==> config.mk <==
export PLATFORM = sky130hd
export DESIGN_NAME = keycode_event_queue
export DESIGN_NICKNAME = d
export VERILOG_FILES = /design/src/rtl/kbd_evt_pkg.sv /design/src/rtl/evt_fifo.sv /design/src/rtl/keycode_event_queue.sv
export SDC_FILE = /design/constraint.sdc
export NUM_CORES = 1
export LEC_CHECK = 0
export ABC_AREA = 1
export ABC_CLOCK_PERIOD_IN_PS = 4360
export BUFFER_PORTS_ARGS = -buffer_cell sky130_fd_sc_hd__buf_2
export CORE_ASPECT_RATIO = 1.75
export CORE_UTILIZATION = 33
export CTS_BUF_LIST = sky130_fd_sc_hd__clkbuf_8
export DETAILED_ROUTE_END_ITERATION = 7
export HOLD_SLACK_MARGIN = 0.08
export PLACE_DENSITY = 0.51
export SLEW_MARGIN = 15
export SYNTH_ARGS = -nofsm -noshare
export SYNTH_HDL_FRONTEND = slang
export SYNTH_SLANG_ARGS = --single-unit
==> constraint.sdc <==
create_clock -name clk_clk -period 4.36 [get_ports clk_clk]
set_clock_uncertainty 0.2 [all_clocks]
set_input_delay 0.872 -clock clk_clk [delete_from_list [all_inputs] [get_ports clk_clk]]
set_output_delay 0.872 -clock clk_clk [all_outputs]
set_load 0.005 [all_outputs]
==> src/rtl/kbd_evt_pkg.sv <==
// Shared types for the keycode event queue: event kinds, the event record,
// the "no key" keycode and the debounce/commit FSM state encoding.
package kbd_evt_pkg;

  typedef enum logic [1:0] {
    EVT_PRESS   = 2'b00,
    EVT_RELEASE = 2'b01,
    EVT_REPEAT  = 2'b10
  } evt_kind_t;

  typedef struct packed {
    evt_kind_t  kind;
    logic [7:0] code;
  } kbd_evt_t;

  localparam logic [7:0] KC_NONE = 8'h00;

  // Head value presented while the queue is empty.
  localparam kbd_evt_t EVT_NONE = '{kind: EVT_PRESS, code: KC_NONE};

  typedef enum logic [1:0] {
    ST_IDLE = 2'b00,
    ST_REL  = 2'b01,
    ST_PRS  = 2'b10
  } kq_state_t;

endpackage

==> src/rtl/evt_fifo.sv <==
// Synchronous FIFO of keyboard events with a combinational head output.
// Ports: i_clk, i_rst_n (async low), i_push/i_din, i_pop, o_dout (head,
// EVT_NONE when empty), o_full, o_empty, o_count (occupancy).
// A push while full is accepted only if a pop happens in the same cycle;
// a pop on an empty FIFO is ignored. DEPTH must be a power of 2.
module evt_fifo
  import kbd_evt_pkg::*;
#(
  parameter  int DEPTH = 8,
  localparam int AW    = $clog2(DEPTH),
  localparam int CW    = $clog2(DEPTH) + 1
) (
  input  logic          i_clk,
  input  logic          i_rst_n,
  input  logic          i_push,
  input  kbd_evt_t      i_din,
  input  logic          i_pop,
  output kbd_evt_t      o_dout,
  output logic          o_full,
  output logic          o_empty,
  output logic [CW-1:0] o_count
);

  kbd_evt_t        r_mem [DEPTH];
  logic [AW-1:0]   r_wr;
  logic [AW-1:0]   r_rd;
  logic [CW-1:0]   r_cnt;

  logic            w_empty;
  logic            w_full;
  logic            w_pop;
  logic            w_push;

  assign w_empty = (r_cnt == '0);
  assign w_full  = (r_cnt == CW'(DEPTH));
  assign w_pop   = i_pop & ~w_empty;
  // A simultaneous pop frees the slot the push needs.
  assign w_push  = i_push & (~w_full | w_pop);

  always_ff @(posedge i_clk) begin
    if (w_push) begin
      r_mem[r_wr] <= i_din;
    end
  end

  // Pointers wrap naturally since DEPTH is a power of 2.
  always_ff @(posedge i_clk or negedge i_rst_n) begin
    if (!i_rst_n) begin
      r_wr  <= '0;
      r_rd  <= '0;
      r_cnt <= '0;
    end else begin
      if (w_push) begin
        r_wr <= r_wr + AW'(1);
      end
      if (w_pop) begin
        r_rd <= r_rd + AW'(1);
      end
      unique case ({w_push, w_pop})
        2'b10:   r_cnt <= r_cnt + CW'(1);
        2'b01:   r_cnt <= r_cnt - CW'(1);
        default: r_cnt <= r_cnt;
      endcase
    end
  end

  assign o_dout  = w_empty ? EVT_NONE : r_mem[r_rd];
  assign o_full  = w_full;
  assign o_empty = w_empty;
  assign o_count = r_cnt;

endmodule

==> src/rtl/keycode_event_queue.sv <==
// Debounces the raw SoC keycode and turns committed level changes into
// ordered press/release (and optional repeat) events held in a small FIFO.
// Ports: clk_clk, reset_reset_n (async low), keycode_export (raw code),
// evt_valid/evt_ready/evt_code/evt_kind (head + pop handshake), evt_count,
// overflow (sticky drop flag), clr_overflow (sync clear; set wins).
// Optional: define KEY_REPEAT_EN to emit repeat events while a key is held.
module keycode_event_queue
  import kbd_evt_pkg::*;
#(
  parameter  int STABLE_CYCLES = 16,
  parameter  int FIFO_DEPTH    = 8,
  parameter  int REPEAT_DELAY  = 25000000,
  parameter  int REPEAT_PERIOD = 5000000,
  localparam int CW            = $clog2(FIFO_DEPTH) + 1
) (
  input  logic          clk_clk,
  input  logic          reset_reset_n,
  input  logic [7:0]    keycode_export,
  output logic          evt_valid,
  input  logic          evt_ready,
  output logic [7:0]    evt_code,
  output logic [1:0]    evt_kind,
  output logic [CW-1:0] evt_count,
  output logic          overflow,
  input  logic          clr_overflow
);

  localparam int SW = $clog2(STABLE_CYCLES + 1);
  localparam logic [SW-1:0] STAB_MAX = SW'(STABLE_CYCLES - 1);

  if (FIFO_DEPTH < 2 || (FIFO_DEPTH & (FIFO_DEPTH - 1)) != 0) begin : g_bad_depth
    $error("FIFO_DEPTH must be a power of 2 and >= 2");
  end
  if (STABLE_CYCLES < 1) begin : g_bad_stab
    $error("STABLE_CYCLES must be >= 1");
  end
  if (REPEAT_DELAY < 1 || REPEAT_PERIOD < 1) begin : g_bad_rep
    $error("REPEAT_DELAY and REPEAT_PERIOD must be >= 1");
  end

  logic [7:0]    r_cand;
  logic [SW-1:0] r_stab_cnt;
  logic [7:0]    r_committed;
  logic [7:0]    r_target;
  kq_state_t     r_state;
  logic          r_ovf;

  logic          w_stable;
  logic          w_start;
  logic          w_push;
  kbd_evt_t      w_din;
  logic          w_pop;
  kbd_evt_t      w_head;
  logic          w_full;
  logic          w_empty;
  logic [CW-1:0] w_count;
  logic          w_drop;
  logic          w_rep_fire;

  assign w_stable = (r_stab_cnt == STAB_MAX);
  assign w_start  = (r_state == ST_IDLE) & w_stable &
                    (r_cand != r_committed);

  // Candidate tracking is independent of the FSM so that a change seen
  // while REL/PRS are busy is still counted and picked up back in IDLE.
  always_ff @(posedge clk_clk or negedge reset_reset_n) begin
    if (!reset_reset_n) begin
      r_cand     <= KC_NONE;
      r_stab_cnt <= '0;
    end else if (keycode_export != r_cand) begin
      r_cand     <= keycode_export;
      r_stab_cnt <= '0;
    end else if (!w_stable) begin
      r_stab_cnt <= r_stab_cnt + SW'(1);
    end
  end

  always_ff @(posedge clk_clk or negedge reset_reset_n) begin
    if (!reset_reset_n) begin
      r_state     <= ST_IDLE;
      r_committed <= KC_NONE;
      r_target    <= KC_NONE;
    end else begin
      unique case (r_state)
        ST_IDLE: begin
          if (w_start) begin
            r_target <= r_cand;
            r_state  <= (r_committed != KC_NONE) ? ST_REL : ST_PRS;
          end
        end
        ST_REL: begin
          r_committed <= KC_NONE;
          r_state     <= (r_target != KC_NONE) ? ST_PRS : ST_IDLE;
        end
        ST_PRS: begin
          r_committed <= r_target;
          r_state     <= ST_IDLE;
        end
        default: begin
          r_state <= ST_IDLE;
        end
      endcase
    end
  end

`ifdef KEY_REPEAT_EN
  localparam int REP_MAX = (REPEAT_DELAY > REPEAT_PERIOD) ?
                           REPEAT_DELAY : REPEAT_PERIOD;
  localparam int HW      = $clog2(REP_MAX + 1);

  logic [HW-1:0] r_hold;
  logic          r_rep_armed;
  logic          w_hold_cond;
  logic [HW-1:0] w_hold_lim;

  // Holding: idle with a key committed and the raw code still matching it.
  assign w_hold_cond = (r_state == ST_IDLE) &
                       (r_committed != KC_NONE) &
                       (r_cand == r_committed);
  // First repeat waits REPEAT_DELAY, later ones REPEAT_PERIOD.
  assign w_hold_lim  = r_rep_armed ? HW'(REPEAT_PERIOD - 1) :
                                     HW'(REPEAT_DELAY - 1);
  assign w_rep_fire  = w_hold_cond & (r_hold == w_hold_lim);

  always_ff @(posedge clk_clk or negedge reset_reset_n) begin
    if (!reset_reset_n) begin
      r_hold      <= '0;
      r_rep_armed <= 1'b0;
    end else if (r_state == ST_REL || r_state == ST_PRS) begin
      r_hold      <= '0;
      r_rep_armed <= 1'b0;
    end else if (w_rep_fire) begin
      r_hold      <= '0;
      r_rep_armed <= 1'b1;
    end else if (w_hold_cond) begin
      r_hold <= r_hold + HW'(1);
    end
  end
`else
  assign w_rep_fire = 1'b0;
`endif

  always_comb begin
    w_push = 1'b0;
    w_din  = EVT_NONE;
    unique case (r_state)
      ST_REL: begin
        w_push = 1'b1;
        w_din  = '{kind: EVT_RELEASE, code: r_committed};
      end
      ST_PRS: begin
        w_push = 1'b1;
        w_din  = '{kind: EVT_PRESS, code: r_target};
      end
      ST_IDLE: begin
        if (w_rep_fire) begin
          w_push = 1'b1;
          w_din  = '{kind: EVT_REPEAT, code: r_committed};
        end
      end
      default: begin
        w_push = 1'b0;
      end
    endcase
  end

  assign w_pop  = evt_ready & ~w_empty;
  assign w_drop = w_push & w_full & ~w_pop;

  evt_fifo #(
    .DEPTH (FIFO_DEPTH)
  ) u_fifo (
    .i_clk   (clk_clk),
    .i_rst_n (reset_reset_n),
    .i_push  (w_push),
    .i_din   (w_din),
    .i_pop   (w_pop),
    .o_dout  (w_head),
    .o_full  (w_full),
    .o_empty (w_empty),
    .o_count (w_count)
  );

  always_ff @(posedge clk_clk or negedge reset_reset_n) begin
    if (!reset_reset_n) begin
      r_ovf <= 1'b0;
    end else if (w_drop) begin
      r_ovf <= 1'b1;
    end else if (clr_overflow) begin
      r_ovf <= 1'b0;
    end
  end

  assign evt_valid = ~w_empty;
  assign evt_code  = w_head.code;
  assign evt_kind  = w_head.kind;
  assign evt_count = w_count;
  assign overflow  = r_ovf;

endmodule

=== Word-level counts from Yosys, hierarchy flattened ===
Memories as Yosys holds them, arrays and structs flattened.
Index checks and enable logic that the tools add are counted.

* Register bits after elaboration: 42
* Output and inout bits: 16
* Bits in writable memories: 72
* Logic and storage cells: 60
* Memories: 1
* Input port bits: 12

{| class="wikitable"
|+ Memory list
! name !! depth !! bits a word !! rd ports !! clocked after memory_dff !! wr ports !! RTL line !! text
|-
| u_fifo.r_mem || 8 || 9 || 1 || 0 || 1 || evt_fifo.sv:24 || <nowiki>kbd_evt_t r_mem [DEPTH];</nowiki>
|}

* Bitwise operators: 11
* Reductions and logical operators: 9
* Multiplexer cells: 15
* $add $sub $neg: 5
* Eq/ne operators: 10

{| class="wikitable"
|+ Operators with widths
! kind !! count
|-
| $pmux 9 s2 || 1
|-
| $ne 8x8->1 || 2
|-
| $pmux 8 s2 || 1
|-
| $reduce_bool 8->1 || 2
|-
| $mux 10 || 1
|-
| $mux 5 || 2
|-
| $pmux 4 s2 || 1
|-
| $and 1x1->1 || 7
|-
| $add 3x1->3 const B || 2
|-
| $mux 2 || 3
|-
| $reduce_bool 2->1 || 3
|-
| $add 5x1->5 const B || 1
|-
| $eq 5x4->1 const B || 1
|-
| $mux 1 || 5
|-
| $add 4x1->4 const B || 1
|-
| $eq 2x1->1 const B || 2
|-
| $eq 2x2->1 const B || 2
|-
| $eq 4x4->1 const B || 1
|-
| $logic_not 4->1 || 1
|-
| $pmux 2 s2 || 1
|-
| $sub 4x1->4 const B || 1
|-
| $not 1->1 || 3
|-
| $logic_not 2->1 || 1
|-
| $ne 2x1->1 const B || 1
|-
| other kinds (4) || 4
|}

=== Longest topological paths before layout ===
Gate-level depths: netlist of the first run.

* Depth in word-level cells: 8
* Mapped depth: 13
* Mapped depth without buffers: 13

=== Hierarchy ===
A second synthesis of the first run with hierarchy kept.

* Cells, all modules: 515
* Area, all modules: 5406.4 µm²

{| class="wikitable"
|+ By module, submodules not included
! module !! area an instance (µm²) !! instances !! sequential area each (µm²) !! cells each
|-
| evt_fifo || 3793.6 || 1 || 2652.5 || 324
|-
| keycode_event_queue || 1612.8 || 1 || 800.8 || 191
|}

=== Worst setup path after synthesis of the first run ===
OpenSTA, ideal clock, no wires.

* Path type: reg-to-output
* From: register u_fifo.r_rd[0]
* To: output port evt_code[6]
* Buffers on the path: 2
* Cell stages (with the launch flop): 8
* Required time: 3288 ps
* Arrival: 1241 ps
* Slack: 2047 ps
* Path through: dfrtp_1 -> buf_2 -> clkinv_2 -> buf_2 -> nor2_1 -> o32ai_1 -> o21ai_1 -> nor2_1

* Word-level cells in the longest chain between the ends: 2

{| class="wikitable"
|+ RTL lines
! item !! RTL line !! text
|-
| start, declared || evt_fifo.sv:26 || <nowiki>logic [AW-1:0] r_rd;</nowiki>
|-
| start signal, assigned || evt_fifo.sv:57 || <nowiki>r_rd <= r_rd + AW'(1);</nowiki>
|-
| $mem_v2 8x9 || n/a ||
|-
| $mux 10 || evt_fifo.sv:67 || <nowiki>assign o_dout = w_empty ? EVT_NONE : r_mem[r_rd];</nowiki>
|-
| end, declared || keycode_event_queue.sv:21 || <nowiki>output logic [7:0] evt_code,</nowiki>
|}

No other way between the ends.

=== Worst setup path in the final report of the first run ===
Ends and elaborated chain as after synthesis.

==> impl_metrics.py, run 1 <==
metrics = {
    "routing": {
        "vias": 3215,
        "drtAntennaViolNets": 0,
        "drc": 0,
        "wl_um": 10400,
        "drt_iter0_markers": 130,
        "dr_wl_met2_um": 5970,
        "wl_met1_um": 3940,
        "firstDrtPassIters": 5,
        "post_drt_via_cell_ratio": 4.80,
        "wl_per_cell_um": 15.5,
        "met3_length_um": 303,
        "routed.top_layer": "met4",
    },
    "critical_path": {
        "critPathBufInv": 2,
        "r2r-end": "u_fifo.r_mem[3][1]",
        "cp.depth": 6,
        "critPathLaunchType": "register",
        "crit_chain": "clkinv_2 -> nor2_1 -> o32ai_1 -> o21ai_1 -> nor2_1 -> buf_2",
        "critical_path.most_common_cell": "nor2_1",
        "r2r_start": "r_state[0]",
        "r2r_slack_ns": 1.59,
        "worstRegToRegCells": 6,
        "slowest_delay_ns": 0.68,
        "critPathSlowestCell": "dfrtp_1",
        "worst_setup_path_end_kind": "primary output",
        "worstPathRequired_ns": 3.29,
        "crit_family": "buffers and inverters",
        "crit_type": "register to primary output",
        "cp_max_fo": 37,
        "cp.arrival_ns": 2.39,
    },
    "timing": {
        "tightestPinTransition_ns": 1.01,
        "finalSetupViolCount": 0,
        "drv_slew": 0,
        "relSlewSlack_pct": 32.7,
        "max_freq_mhz": 289,
        "setup_tns_ns": 0,
        "fin_ws_ns": 0.900,
        "rsz0062_at_grt": "false",
        "finalHoldViolCount": 0,
        "fin_crit_ns": 3.46,
        "period_share_pct": 79.4,
    },
    "min_path": {
        "min_path_cells": 2,
        "hp-class": "register to register",
        "min_to": "overflow",
        "hp-start": "overflow",
    },
    "finish": {
        "layout_commonest_cell": "nor2_1",
        "fin_area_mm2": 0.00569,
        "syn_to_final_growth_pct": 12.6,
        "drive_above_1_share_pct": 17.9,
        "postLayoutCoreUtil_pct": 38.2,
        "n_antenna_cell": 0,
        "final_cell_mix": "84 x nor2_1, 72 x edfxtp_1, 42 x dfrtp_1",
        "finish.net_count": 495,
    },
    "clock_tree": {
        "cts_made_buffers": 17,
        "post_cts_buffers": 0,
        "clkTransAtPathRegs_ns": 0.07,
        "cts_tree": "built",
        "htreeDepth": 4,
        "cts_resized": 0,
        "clk_latency_ns": 0.42,
        "cts.sinks": 114,
        "ctsHoldBuffers": 0,
        "root_buffer": "clkbuf_8",
        "clock_path_buffers": 2,
    },
    "pwr": {
        "finalPower_w": 0.00305,
        "peakVddDrop_uv": 169,
        "p_leak_nw": 2.37,
        "power_density_mw_per_mm2": 536,
    },
    "yosys": {
        "netlist_area_mm2": 0.00506,
        "synth_edf_count": 72,
        "yosysWarnings": 0,
        "synth_area_leaders": "edfxtp_1 43%, dfrtp_1 21%, nor2_1 6.2%",
        "synthFlopType": "edfxtp_1",
        "synthArstFlopShare_pct": 36.8,
        "synth.top_cell.area_share_pct": 42.8,
        "synth.avg_cell_area_um2": 11.2,
        "syn_nets": 473,
        "yosysUniqueCellTypes": 41,
        "syn_inst": 452,
        "synth-seq-cells": 114,
        "yosys.area.top_type": "edfxtp_1",
        "ys_seq_area_share_pct": 63.5,
    },
    "die": {
        "coreArea_mm2": 0.0149,
        "rows": 59,
        "fp.dieW_um": 95.6,
        "start_util_pct": 33.9,
        "die_area_mm2": 0.0158,
        "die_height_um": 166,
        "top_level_ports": 28,
    },
    "job": {
        "maxCapViolCount": 0,
    },
    "global_routing": {
        "grt_pass1_wl_um": 16900,
        "grt_max_degree": 43,
        "grt_use_total_pct": 14.4,
        "grt_pass1_vias": 3319,
        "overflow": 0,
        "grt_antenna_before_repair": 0,
    },
    "placement": {
        "portBuffers": 26,
        "post-dp-hpwl_um": 7270,
        "dpl_cell_area_mm2": 0.00531,
        "place.gp.congestion": 0.774,
        "place_ws_ns": 1.30,
    },
    "status": {
        "status": "complete, no violations",
    },
}
## state kept, by name, indices dropped and copies added, names as in the netlist
signal          count
r_cand              8
u_fifo.r_mem       72
r_state             2
r_committed         8
u_fifo.r_wr         3
u_fifo.r_rd         3
u_fifo.o_count      4
overflow            1
r_stab_cnt          5
r_target            8
## per-layer routing
metal	GRT usage, %	vias to the layer above
li1	-	1600
met1	14.9	1561
met2	26.5	45
met3	3.62	9
met4	6.29	0
met5	0	-
## synth_stat cells (2+ instances only)
master and number:
o21ai_0 30, edfxtp_1 72, inv_2 2, nor3_1 2, nand2_1 41, or2_1 2
ha_1 9, nand2_2 4, dfrtp_1 42, clkbuf_1 15, nor2_2 5, nand2_4 4
nand4_1 4, o32ai_1 18, a21oi_1 2, nand3_1 8, xor2_1 17, buf_2 8
inv_1 31, o21ai_2 2, nor2_1 84, nor4_1 2, o22ai_1 17, o21ai_1 10
xnor2_1 5
## report_power, final
part / internal (W) / leakage [nW] / total, W / switching, W
logic: 0.000345 / 0.834 / 0.000853 / 0.000507
clock network: 0.000467 / 0.194 / 0.000941 / 0.000474
registers: 0.00118 / 1.34 / 0.00126 / 0.0000805
total: 0.00199 / 2.37 / 0.00305 / 0.00106
## cells by family (layout without fill, tap and decap cells)
family	count (synthesis)	in the layout	synth area share (%)
mux	1	1	0.223
xor+xnor	22	22	3.81
compound gates	80	80	9.87
fa+ha+maj	9	9	2.23
buf+inv	61	96	5.10
simple gates	164	164	15.2
other cells	1	1	0.0741
flops	114	114	63.5
## worst reg2reg max path, delay by kind of cell (launching register included)
kind | cells | cell delay, ns
AND/OR/NAND/NOR | 3 | 1.04
adder cells (fa/ha/maj) | 1 | 0.59
flip-flops | 1 | 0.38
buffers and inverters | 2 | 0.20
## stage by stage
| step | hold WS (ns) | std cells |
|---|---|---|
| after CTS | 0.335 | 670 |
| after global routing | 0.343 | 670 |
| final | 0.334 | 670 |
| after detailed placement | 0.324 | 638 |
| after global placement | 0.307 | 638 |
| after floorplan | 0.295 | 452 |
## layout make-up
class	count	area [um2]
clock buffers	17	234
clock inverters	15	146
fillers	1491	9220
inverters	36	139
multi-input cells	277	1590
flip-flops and latches	114	3210
well taps	183	229
repair buffers	28	145
## worst max-delay path by stage
stage / end / slack [ns] / from
after floorplan: evt_code[6] / 2.05 / u_fifo.r_rd[0]
after global placement: evt_code[6] / 1.32 / u_fifo.r_rd[0]
after detailed placement: evt_code[6] / 1.30 / u_fifo.r_rd[0]
after CTS: evt_code[6] / 0.83 / u_fifo.r_rd[0]
after global routing: evt_code[2] / 0.58 / u_fifo.r_rd[0]
final: evt_code[6] / 0.90 / u_fifo.r_rd[0]
Note: power is estimated with default switching activity, not from simulation.
==> run 2: changes to the inputs <==
--- a/config.mk
+++ b/config.mk
@@ -6,14 +6,14 @@
 export NUM_CORES = 1
 export LEC_CHECK = 0
 export ABC_AREA = 1
-export ABC_CLOCK_PERIOD_IN_PS = 4360
+export ABC_CLOCK_PERIOD_IN_PS = 3100
 export BUFFER_PORTS_ARGS = -buffer_cell sky130_fd_sc_hd__buf_2
 export CORE_ASPECT_RATIO = 1.75
 export CORE_UTILIZATION = 33
 export CTS_BUF_LIST = sky130_fd_sc_hd__clkbuf_8
 export DETAILED_ROUTE_END_ITERATION = 7
 export HOLD_SLACK_MARGIN = 0.08
-export PLACE_DENSITY = 0.51
+export PLACE_DENSITY = 0.53
 export SLEW_MARGIN = 15
 export SYNTH_ARGS = -nofsm -noshare
 export SYNTH_HDL_FRONTEND = slang
==> constraint.sdc (replaced) <==
create_clock -name clk_clk -period 3.1 [get_ports clk_clk]
set_clock_uncertainty 0.2 [all_clocks]
set_input_delay 0.62 -clock clk_clk [delete_from_list [all_inputs] [get_ports clk_clk]]
set_output_delay 0.62 -clock clk_clk [all_outputs]
set_load 0.005 [all_outputs]
==> run 2 against run 1 <==
Compared with the run above:
- sequential power is 37% higher
- first-iteration DRC count grew 22%
- critical path depth stayed put
- cell area grew 2.7%
- worst hold slack got worse by 0.20 ns
- global-route usage increased by 0.10 points
- setup slack worse by 0.56 ns
- clock-buffer cell count grew 2
- combinational power grew 50%
- largest power group unchanged
- sequential cell count stayed put
- critical endpoint is now evt_code[2]
==> impl_metrics.py, run 2 (synthesis results as in run 1) <==
metrics = {
    "status": {
        "status": "complete, no violations",
    },
    "timing": {
        "period_share_pct": 89.1,
        "max_freq_mhz": 362,
        "rsz0062_at_grt": "false",
        "fin_crit_ns": 2.76,
        "setup_tns_ns": 0,
        "relSlewSlack_pct": 36.1,
        "finalHoldViolCount": 0,
        "drv_slew": 0,
        "tightestPinTransition_ns": 0.958,
        "finalSetupViolCount": 0,
    },
    "finish": {
        "final_cell_mix": "84 x nor2_1, 72 x edfxtp_1, 42 x dfrtp_1",
        "n_antenna_cell": 0,
        "syn_to_final_growth_pct": 15.6,
        "fillerInstances": 1475,
        "finish.net_count": 506,
        "drive_above_1_share_pct": 18.9,
        "postLayoutCoreUtil_pct": 39.2,
        "largest_reg_flops": 72,
        "largest-register": "u_fifo.r_mem",
        "layout_commonest_cell": "nor2_1",
    },
    "critical_path": {
        "crit_start": "u_fifo.r_rd[0]",
        "cp_max_fo": 37,
        "r2r-end": "u_fifo.r_mem[3][4]",
        "crit_type": "register to primary output",
        "worstPathRequired_ns": 2.28,
        "worstRegToRegCells": 4,
        "worst_setup_path_end_kind": "primary output",
        "r2r_slack_ns": 0.70,
        "r2r_start": "r_state[0]",
        "critPathLaunchType": "register",
        "cp.arrival_ns": 1.94,
    },
    "die": {
        "start_util_pct": 33.9,
        "top_level_ports": 28,
        "die_area_mm2": 0.0158,
        "rows": 59,
        "coreArea_mm2": 0.0149,
        "die_height_um": 166,
        "fp.dieW_um": 95.6,
    },
    "min_path": {
        "hp-start": "keycode_export[3]",
        "min_to": "r_cand[3]",
        "min_path_cells": 1,
        "hp-class": "primary input to register",
    },
    "routing": {
        "wl_um": 10500,
        "post_drt_via_cell_ratio": 4.85,
        "vias": 3305,
        "wl_per_cell_um": 15.4,
        "drtAntennaViolNets": 0,
        "drt_iter0_markers": 158,
        "drc": 0,
        "firstDrtPassIters": 4,
    },
    "global_routing": {
        "grt_antenna_before_repair": 0,
        "grt_use_total_pct": 14.5,
        "grt_pass1_wl_um": 17100,
        "grt_max_degree": 43,
        "grt_pass1_vias": 3368,
        "overflow": 0,
    },
    "placement": {
        "portBuffers": 26,
        "place.gp.congestion": 0.802,
        "post-dp-hpwl_um": 7070,
    },
    "clock_tree": {
        "cts.sinks": 114,
        "htreeDepth": 4,
        "cts_made_buffers": 17,
        "clock_path_buffers": 2,
        "clk_latency_ns": 0.42,
        "post_cts_buffers": 0,
        "root_buffer": "clkbuf_8",
        "clkTransAtPathRegs_ns": 0.07,
        "cts_resized": 0,
        "cts_tree": "built",
        "ctsHoldBuffers": 0,
    },
    "pwr": {
        "power_density_mw_per_mm2": 783,
        "p_leak_nw": 2.47,
        "peakVddDrop_uv": 263,
    },
    "job": {
        "maxCapViolCount": 0,
    },
}
==> run 2: metrics by stage <==
stage	total power, W	instances	area (um2)	hold slack (ns)	setup WS (ns)
final	0.00458	681	5850	0.132	0.339
after global routing	0.00488	681	5850	0.0937	0.107
after CTS	0.00464	681	5850	0.104	0.256
after detailed placement	0.00306	649	5400	0.328	0.714
after global placement	0.00304	649	5400	0.307	0.776
after floorplan	0.00266	452	5060	0.124	1.04
==> run 2: metal layers <==
layer,share of wire (%),global-route usage (%),up-vias
met2,57,26.0,65
li1,-,-,1622
met1,39,15.9,1612
met4,1.2,5.06,0
met3,3.2,4.08,6
met5,0,0,-
==> run 2: final cells by class <==
cell class | instances | area (um2) | share of cell area, %
Clock buffer | 19 | 262 | 4.47
Clock inverter | 13 | 191 | 3.27
Inverter | 36 | 139 | 2.37
Multi-Input combinational cell | 277 | 1590 | 27.1
Sequential cell | 114 | 3210 | 54.9
Tap cell | 183 | 229 | 3.92
Timing Repair Buffer | 39 | 228 | 3.89
==> run 2: worst max path at each step <==
stage / slack [ns] / endpoint
2_1_floorplan: 1.04 / evt_code[6]
4_1_cts: 0.26 / evt_code[2]
5_1_grt: 0.11 / evt_code[2]
3_5_place_dp: 0.71 / u_fifo.o_count[2]
3_3_place_gp: 0.78 / u_fifo.o_count[2]
6_report: 0.34 / evt_code[2]
==> run 2: report_power, final <==
part	internal (W)	switching (W)	total (W)	leakage [nW]
sequential	0.00166	0.0000659	0.00172	1.34
combinational	0.000495	0.000782	0.00128	0.892
clock	0.000989	0.000589	0.00158	0.237
==> run 2: worst max-delay path, stage by stage (launching register included) <==
cell	delay [ns]
dfrtp_1	0.37
clkinv_2	0.42
nor2_1	0.23
o32ai_1	0.11
o21ai_0	0.17
nor2_1	0.08
buf_2	0.13
